[config.mk]
export PLATFORM = sky130hd
export DESIGN_NAME = bram_rr_arbiter
export DESIGN_NICKNAME = d
export VERILOG_FILES = /design/src/rtl/bram_rr_arbiter.sv
export SDC_FILE = /design/constraint.sdc
export NUM_CORES = 1
export LEC_CHECK = 0
export ABC_AREA = 0
export CAP_MARGIN = 20
export CORE_AREA = 2 2 56 110
export DETAILED_ROUTE_END_ITERATION = 10
export DIE_AREA = 0 0 58 112
export GPL_TIMING_DRIVEN = 0
export PLACE_DENSITY_LB_ADDON = 0.08
export SKIP_CTS_REPAIR_TIMING = 1
export SLEW_MARGIN = 20
export SYNTH_ARGS = -nofsm -noshare
export SYNTH_HDL_FRONTEND = slang
export SYNTH_SLANG_ARGS = --single-unit
[constraint.sdc]
create_clock -name clk -period 3 [get_ports clk]
set_input_delay 0.45 -clock clk [delete_from_list [all_inputs] [get_ports clk]]
set_output_delay 0.45 -clock clk [all_outputs]
set_load 0.1 [all_outputs]
[src/rtl/bram_rr_arbiter.sv]
// bram_rr_arbiter
// Shares one simple-dual-port BRAM (one write port, one registered read port)
// between two requesters A and B. Write and read ports are arbitrated
// independently with round-robin priority. A tag pipeline that matches the BRAM
// read latency steers each read result back to the requester that issued it.
// Reset is asynchronous. Its deassertion must be synchronized outside this block.

module bram_rr_arbiter #(
    parameter  int N_ADDR     = 256,
    parameter  int DATA_WIDTH = 16,
    parameter  int READ_LAT   = 1,
    localparam int AW         = $clog2(N_ADDR)
) (
    input  logic                  clk,
    input  logic                  rst,

    input  logic                  a_wvalid,
    input  logic [AW-1:0]         a_wadd,
    input  logic [DATA_WIDTH-1:0] a_wdata,
    output logic                  a_wready,
    input  logic                  a_rvalid,
    input  logic [AW-1:0]         a_radd,
    output logic                  a_rready,
    output logic                  a_dvalid,
    output logic [DATA_WIDTH-1:0] a_dout,

    input  logic                  b_wvalid,
    input  logic [AW-1:0]         b_wadd,
    input  logic [DATA_WIDTH-1:0] b_wdata,
    output logic                  b_wready,
    input  logic                  b_rvalid,
    input  logic [AW-1:0]         b_radd,
    output logic                  b_rready,
    output logic                  b_dvalid,
    output logic [DATA_WIDTH-1:0] b_dout,

    output logic                  bram_wen,
    output logic [AW-1:0]         bram_wadd,
    output logic [DATA_WIDTH-1:0] bram_win,
    output logic                  bram_ren,
    output logic [AW-1:0]         bram_radd,
    input  logic [DATA_WIDTH-1:0] bram_wout
);

    typedef enum logic {
        REQ_A = 1'b0,
        REQ_B = 1'b1
    } req_t;

    // Requester granted most recently on each port. On contention the other one wins.
    req_t w_last;
    req_t r_last;

    logic w_gnt_a;
    logic w_gnt_b;
    logic r_gnt_a;
    logic r_gnt_b;

    // Tag pipeline, one stage per cycle of BRAM read latency: valid and "is B".
    logic [READ_LAT-1:0] tag_v;
    logic [READ_LAT-1:0] tag_b;
    logic                ret_v;
    logic                ret_b;

    // Write-port grant: a lone requester wins, contention goes to the one not served last.
    always_comb begin
        w_gnt_a = 1'b0;
        w_gnt_b = 1'b0;
        if (!rst) begin
            if (a_wvalid && b_wvalid) begin
                if (w_last == REQ_B) begin
                    w_gnt_a = 1'b1;
                end else begin
                    w_gnt_b = 1'b1;
                end
            end else begin
                w_gnt_a = a_wvalid;
                w_gnt_b = b_wvalid;
            end
        end
    end

    // Read-port grant: same policy as writes, with its own history.
    always_comb begin
        r_gnt_a = 1'b0;
        r_gnt_b = 1'b0;
        if (!rst) begin
            if (a_rvalid && b_rvalid) begin
                if (r_last == REQ_B) begin
                    r_gnt_a = 1'b1;
                end else begin
                    r_gnt_b = 1'b1;
                end
            end else begin
                r_gnt_a = a_rvalid;
                r_gnt_b = b_rvalid;
            end
        end
    end

    assign a_wready = w_gnt_a;
    assign b_wready = w_gnt_b;
    assign a_rready = r_gnt_a;
    assign b_rready = r_gnt_b;

    // BRAM port drive: the granted requester's fields, or A's when the port is idle.
    always_comb begin
        bram_wen  = w_gnt_a | w_gnt_b;
        bram_wadd = w_gnt_b ? b_wadd  : a_wadd;
        bram_win  = w_gnt_b ? b_wdata : a_wdata;
        bram_ren  = r_gnt_a | r_gnt_b;
        bram_radd = r_gnt_b ? b_radd  : a_radd;
    end

    // Round-robin history. Reset to B so that A wins the first contention.
    always_ff @(posedge clk or posedge rst) begin
        if (rst) begin
            w_last <= REQ_B;
            r_last <= REQ_B;
        end else begin
            if (w_gnt_a) begin
                w_last <= REQ_A;
            end else if (w_gnt_b) begin
                w_last <= REQ_B;
            end
            if (r_gnt_a) begin
                r_last <= REQ_A;
            end else if (r_gnt_b) begin
                r_last <= REQ_B;
            end
        end
    end

    // Tag pipeline tracking in-flight reads. Reset drops them, so they never return.
    always_ff @(posedge clk or posedge rst) begin
        if (rst) begin
            tag_v <= '0;
            tag_b <= '0;
        end else begin
            tag_v[0] <= r_gnt_a | r_gnt_b;
            tag_b[0] <= r_gnt_b;
            for (int i = 1; i < READ_LAT; i++) begin
                tag_v[i] <= tag_v[i-1];
                tag_b[i] <= tag_b[i-1];
            end
        end
    end

    assign ret_v = tag_v[READ_LAT-1];
    assign ret_b = tag_b[READ_LAT-1];

    // Return registers: capture BRAM data for the tagged requester. dout holds otherwise.
    always_ff @(posedge clk or posedge rst) begin
        if (rst) begin
            a_dvalid <= 1'b0;
            b_dvalid <= 1'b0;
            a_dout   <= '0;
            b_dout   <= '0;
        end else begin
            a_dvalid <= ret_v & ~ret_b;
            b_dvalid <= ret_v &  ret_b;
            if (ret_v && !ret_b) begin
                a_dout <= bram_wout;
            end
            if (ret_v && ret_b) begin
                b_dout <= bram_wout;
            end
        end
    end

endmodule

==> results.yml, run 1 <==
floorplanning:
  die_x_um: 58
  start_util_pct: 34.0
  dieArea_sq_um: 6500
  fp.dieH_um: 112
  core_sq_um: 5660
  ios: 158
  rows: 39
pwr:
  peakVddDrop_v: 0.000642
  seqPwrFrac_pct: 23.5
  powerDensity_nw_per_um2: 782
  intPower_mw: 1.43
  swShare_pct: 49.8
  pwr-share-clk_pct: 20.7
  p_total_mw: 2.85
  leakagePower_nw: 1.71
  p_comb_share_pct: 55.8
  netSwitchingPower_mw: 1.42
layout:
  syn_to_final_growth_pct: 89.8
  final_core_util_pct: 64.5
  fillers: 481
  diodes: 0
  drive_gt1_share_pct: 22.8
  nets: 384
global_route:
  grt_pass1_vias: 1693
  grt_pass1_wl_um: 8300
  grt_usage_pct: 16.4
  antenna_found_initial: 0
  grt_max_degree: 22
  grt-ovfl-total: 0
sta:
  fmax_mhz: 343
  tightestPinTransition_ns: 1.00
  post-route-min-period_ns: 2.91
  slew_headroom_pct: 32.9
  fin_crit_sh_pct: 97.1
  timing.setup.tns_ns: 0
  setup_viol_count_final: 0
  finalHoldViolCount: 0
  rsz0062_at_grt: "no"
  skew_ns: 0.00334
  finalWorstSetupSlack_ns: 0.0880
  drv_slew: 0
clock_network:
  cts_max_level: 2
  cts-root-buf: "clkbuf_16"
  clkLatencyLatePin_ns: 0.27
  cts_buffers: 5
  cts_tree: "done"
  path_clk_slew_ns: 0.05
  cts_max_path_buffers: 2
  clock-sinks: 38
critical_path:
  critPathKind: "primary input to output pin"
  worstPathRequired_ns: 2.55
  path_cells: "clkdlybuf4s50_1, nand2b_1, a21oi_1, clkdlybuf4s50_1"
  critPathBufInv: 2
  critPathTopFamily: "buffers and inverters"
  reg2reg_slack_ns: 1.52
  cp-start-kind: "primary input"
  worstPathMaxFanout: 7
  crit_top_cell: "clkdlybuf4s50_1"
  critPathSlowestCell: "clkdlybuf4s50_1"
  arrival_ns: 2.46
  end_kind: "output pin"
  max_stage_delay_ns: 1.16
yosys:
  synth_cells: 133
  synth.net_count: 219
  yosysWarnings: 0
  syn_area_per_cell_sq_um: 14.4
  ys_seq_elements: 38
  synth.yosys.seq_area_share_pct: 49.6
  syn_area_sq_um: 1920
  synth_cell_type_count: 16
worst_hold_path:
  worstHoldPathType: "register to register"
route:
  drc: 0
  dr.first_iter.drc_count: 52
  vias: 1667
  wl_um: 5380
  post_drt_wl_per_cell_um: 15.0
  routed_via_density: 4.64
  ant_nets: 0
  detail_route.first_pass.iterations: 4
run:
  drv_cap: 0
placement:
  preCtsSetupSlack_ns: -0.402
  gp_congestion: 0.753
  io_buffers: 157
  hpwl_um: 4460
status:
  outcome: "complete, no violations"
==> cells in the mapped netlist <==
library cell	n	share of area, %
mux2_1	45	26
dfrtp_1	36	47
mux2_4	19	15
buf_2	4	1.0
nor2_1	4	0.78
buf_6	3	1.8
inv_1	3	0.59
inv_2	3	0.59
nand2_1	3	0.59
nand2b_1	3	0.98
a21o_1	2	0.78
a21oi_1	2	0.52
dfstp_2	2	2.7
o21ai_1	2	0.52
nand2b_4	1	0.72
nor2b_1	1	0.33
==> layout by cell type (no fill, tap or decap) <==
master	Yosys	final
a21o_1	2	2
a21oi_1	2	2
buf_16	0	1
buf_2	4	4
buf_6	3	3
bufinv_16	0	1
clkbuf_16	0	5
clkbuf_2	0	27
clkbuf_8	0	1
clkdlybuf4s50_1	0	123
dfrtp_1	36	36
dfstp_2	2	2
dlymetal6s2s_1	0	7
inv_1	3	2
inv_2	3	4
mux2_1	45	45
mux2_4	19	19
nand2_1	3	3
nand2b_1	3	3
nand2b_4	1	1
nor2_1	4	4
nor2b_1	1	1
o21ai_1	2	2
==> tightest hold or removal path, delay by kind of cell, from the launching register on <==
kind | cells | cell delay (ns)
AO/OA/AOI/OAI | 1 | 0.05
flip-flops | 1 | 0.37
AND/OR/NAND/NOR | 1 | 0.05
==> path summary, 6_finish.rpt <==
path,startpoint,cells after the start,end
max,rst,4,a_wready
min,w_last,2,w_last
max reg2reg,ret_b,4,a_dout[7]
min reg2reg,w_last,2,w_last
max in group asynchronous,rst,3,ret_b
min in group asynchronous,rst,2,a_dout[1]
==> state kept, by name, indices dropped and copies added, names as in the netlist <==
name / count
w_last: 1
a_dout: 16
b_dout: 16
a_dvalid: 1
ret_b: 1
r_last: 1
b_dvalid: 1
ret_v: 1
==> power groups by stage <==
stage	clock network (mW)	logic, mW	registers [mW]
5_1_grt	0.632	1.63	0.685
2_1_floorplan	0	0.494	1.38
3_5_place_dp	0	1.63	0.680
3_3_place_gp	0	1.62	0.675
4_1_cts	0.603	1.64	0.672
6_report	0.591	1.59	0.671
==> metrics by stage <==
step | std cells | instance area, sq um | hold WS (ns)
floorplan | 133 | 1920 | 0.457
global placement | 351 | 3570 | 0.469
detailed placement | 352 | 3600 | 0.473
CTS | 359 | 3770 | 0.480
global route | 359 | 3650 | 0.503
finish | 359 | 3650 | 0.475
==> cell families (layout without fill, tap and decap cells) <==
| logic type | Yosys count | count (layout) | synth area share [%] |
|---|---|---|---|
| AO/OA/AOI/OAI | 6 | 6 | 1.82 |
| buffers and inverters | 13 | 178 | 3.97 |
| flip-flops | 38 | 38 | 49.6 |
| multiplexers | 64 | 64 | 41.2 |
| AND/OR/NAND/NOR | 12 | 12 | 3.39 |
==> final cells by class <==
class / count / area [sq um] / share of cell area, %
Timing Repair Buffer: 158 / 1480 / 40.6
Sequential cell: 38 / 953 / 26.1
Multi-Input combinational cell: 82 / 892 / 24.5
Clock buffer: 6 / 139 / 3.81
Tap cell: 61 / 76.3 / 2.09
Buffer: 7 / 53.8 / 1.47
Clock inverter: 1 / 30.0 / 0.823
Inverter: 6 / 22.5 / 0.617
==> metal layers <==
layer	vias up	share of wire, %	track usage [%]
met5	-	0	0
met4	0	1.1	4.65
met3	5	13	6.04
met2	111	51	29.5
met1	765	35	17.3
li1	786	-	-
No activity file was read; power rests on OpenSTA's default activity.
==> inputs of run 2 (changes only) <==
--- a/config.mk
+++ b/config.mk
@@ -9,4 +9,5 @@
 export CAP_MARGIN = 20
 export CORE_AREA = 2 2 56 110
+export CTS_CLUSTER_DIAMETER = 50
 export DETAILED_ROUTE_END_ITERATION = 10
 export DIE_AREA = 0 0 58 112
==> constraint.sdc (replaced) <==
create_clock -name clk -period 3 [get_ports clk]
set_input_delay 0.45 -clock clk [delete_from_list [all_inputs] [get_ports clk]]
set_output_delay 0.45 -clock clk [all_outputs]
set_load 0.05 [all_outputs]
==> run 2 against run 1 <==
Clock skew about the same. Clock power is essentially flat. Flip-flop and latch count did not move. Non-clock buffer count did not move. Utilization rose by 3.3 points. Die area did not move. Cell count did not move. Critical path depth up 2. Design area increased by 5.1%. Highest routed layer unchanged.
==> results.yml, run 2 (same netlist as run 1, synthesis figures left out) <==
status:
  outcome: "complete, no violations"
layout:
  syn_to_final_growth_pct: 99.6
  nets: 384
  fillers: 443
  multi_input_area_sq_um: 892
  regArea_sq_um: 953
  diodes: 0
  final_common_cell: "clkdlybuf4s50_1"
  layout_common_cells: "129 x clkdlybuf4s50_1, 45 x mux2_1, 36 x dfrtp_1"
  reg_top3: "a_dout: 16 flops, b_dout: 16 flops"
  drive_gt1_share_pct: 13.8
clock_network:
  path_clk_slew_ns: 0.05
  cts_max_level: 2
  clock-sinks: 38
  cts_buffers: 5
  cts-root-buf: "clkbuf_16"
  cts_max_path_buffers: 2
  cts_tree: "done"
  clkLatencyLatePin_ns: 0.27
global_route:
  grt-ovfl-total: 0
  grt_max_degree: 22
  grt_pass1_vias: 1693
  antenna_found_initial: 0
  grt_usage_pct: 16.4
  grt_pass1_wl_um: 8300
route:
  dr.first_iter.drc_count: 39
  drc: 0
  detail_route.first_pass.iterations: 4
  post_drt_wl_per_cell_um: 15.0
  wl_um: 5400
  vias: 1670
  ant_nets: 0
  routed_via_density: 4.65
sta:
  setup_viol_count_final: 0
  finalWorstSetupSlack_ns: 0.0821
  drv_slew: 0
  skew_ns: 0.00362
  fmax_mhz: 343
  finalHoldViolCount: 0
  rsz0062_at_grt: "no"
  fin_crit_sh_pct: 97.3
  post-route-min-period_ns: 2.92
  slew_headroom_pct: 64.5
  tightestPinTransition_ns: 0.531
pwr:
  p_total_mw: 2.35
  leakagePower_nw: 1.88
  powerDensity_nw_per_um2: 611
  peakVddDrop_v: 0.000622
critical_path:
  max_stage_delay_ns: 0.70
  worstPathRequired_ns: 2.55
  critPathCapture: "bram_wadd[7]"
  cp-start-kind: "primary input"
  critPathSlowestCell: "clkdlybuf4s50_1"
  reg2reg_slack_ns: 1.53
  arrival_ns: 2.47
  r2r_start: "ret_b"
  path_cells: "clkdlybuf4s50_1, nand2b_4, a21o_1, buf_6, mux2_1, clkdlybuf4s50_1"
  critPathKind: "primary input to output pin"
  crit_top_cell: "clkdlybuf4s50_1"
  startpoint: "rst"
  r2r_cells: 4
  r2r-end: "a_dout[7]"
  worstPathMaxFanout: 7
  end_kind: "output pin"
placement:
  hpwl_um: 4460
  io_buffers: 157
  preCtsSetupSlack_ns: -0.105
  gp_congestion: 0.753
floorplanning:
  rows: 39
  core_sq_um: 5660
  dieArea_sq_um: 6500
  die_x_um: 58
  start_util_pct: 34.0
  ios: 158
  fp.dieH_um: 112
worst_hold_path:
  worstHoldPathType: "register to register"
run:
  drv_cap: 0
==> run 2: cell count changes in the layout (fill, tap and decap cells not counted), sizes merged <==
cell / before / now
clkbuf: 33 / 6
dlymetal6s2s: 7 / 28
clkdlybuf4s50: 123 / 129
==> run 2: power breakdown <==
part / switching (mW) / internal (mW)
Clock: 0.182 / 0.409
Sequential: 0.0506 / 0.620
Combinational: 0.651 / 0.433
==> run 2: critical path: cells and delay by family <==
kind,cells,cell delay (ns)
compound gates,1,0.10
mux,1,0.32
buf+inv,3,1.42
simple gates,1,0.18
==> run 2: stage by stage <==
step                utilization, %  hold WS (ns)  std cells  setup TNS (ns)  instance area, sq um
finish                        67.8         0.475        359               0                  3840
detailed placement            63.6         0.473        352           -1.76                  3600
floorplan                        -         0.457        133               0                  1920
CTS                           66.5         0.480        359           -2.01                  3770
global placement              63.1         0.469        351           -1.43                  3570
global route                  67.8         0.503        359               0                  3840
==> run 2: cell type report <==
| class | count | share of cell area [%] |
|---|---|---|
| timing repair buffer | 158 | 43.5 |
| sequential | 38 | 24.9 |
| multi-input combinational | 82 | 23.3 |
| clock buffer | 6 | 3.62 |
| tap | 61 | 1.99 |
| buffer | 7 | 1.40 |
| clock inverter | 1 | 0.783 |
| inverter | 6 | 0.587 |
==> run 2: metal layers <==
metal  GRT usage [%]  part of all wire [%]  vias up
li1                -                     -      786
met1            17.3                    36      768
met2            29.5                    51      111
met3            6.04                    13        5
met4            4.65                   1.1        0
met5               0                     0        -
==> run 2: worst min-delay path by stage <==
stage	startpoint	end	slack (ns)	cells after the start
3_5_place_dp	w_last	w_last	0.47	2
6_report	w_last	w_last	0.48	2
2_1_floorplan	w_last	w_last	0.46	2
5_1_grt	a_dout[1]	a_dout[1]	0.50	1
3_3_place_gp	a_dout[14]	a_dout[14]	0.47	1
4_1_cts	w_last	w_last	0.48	2
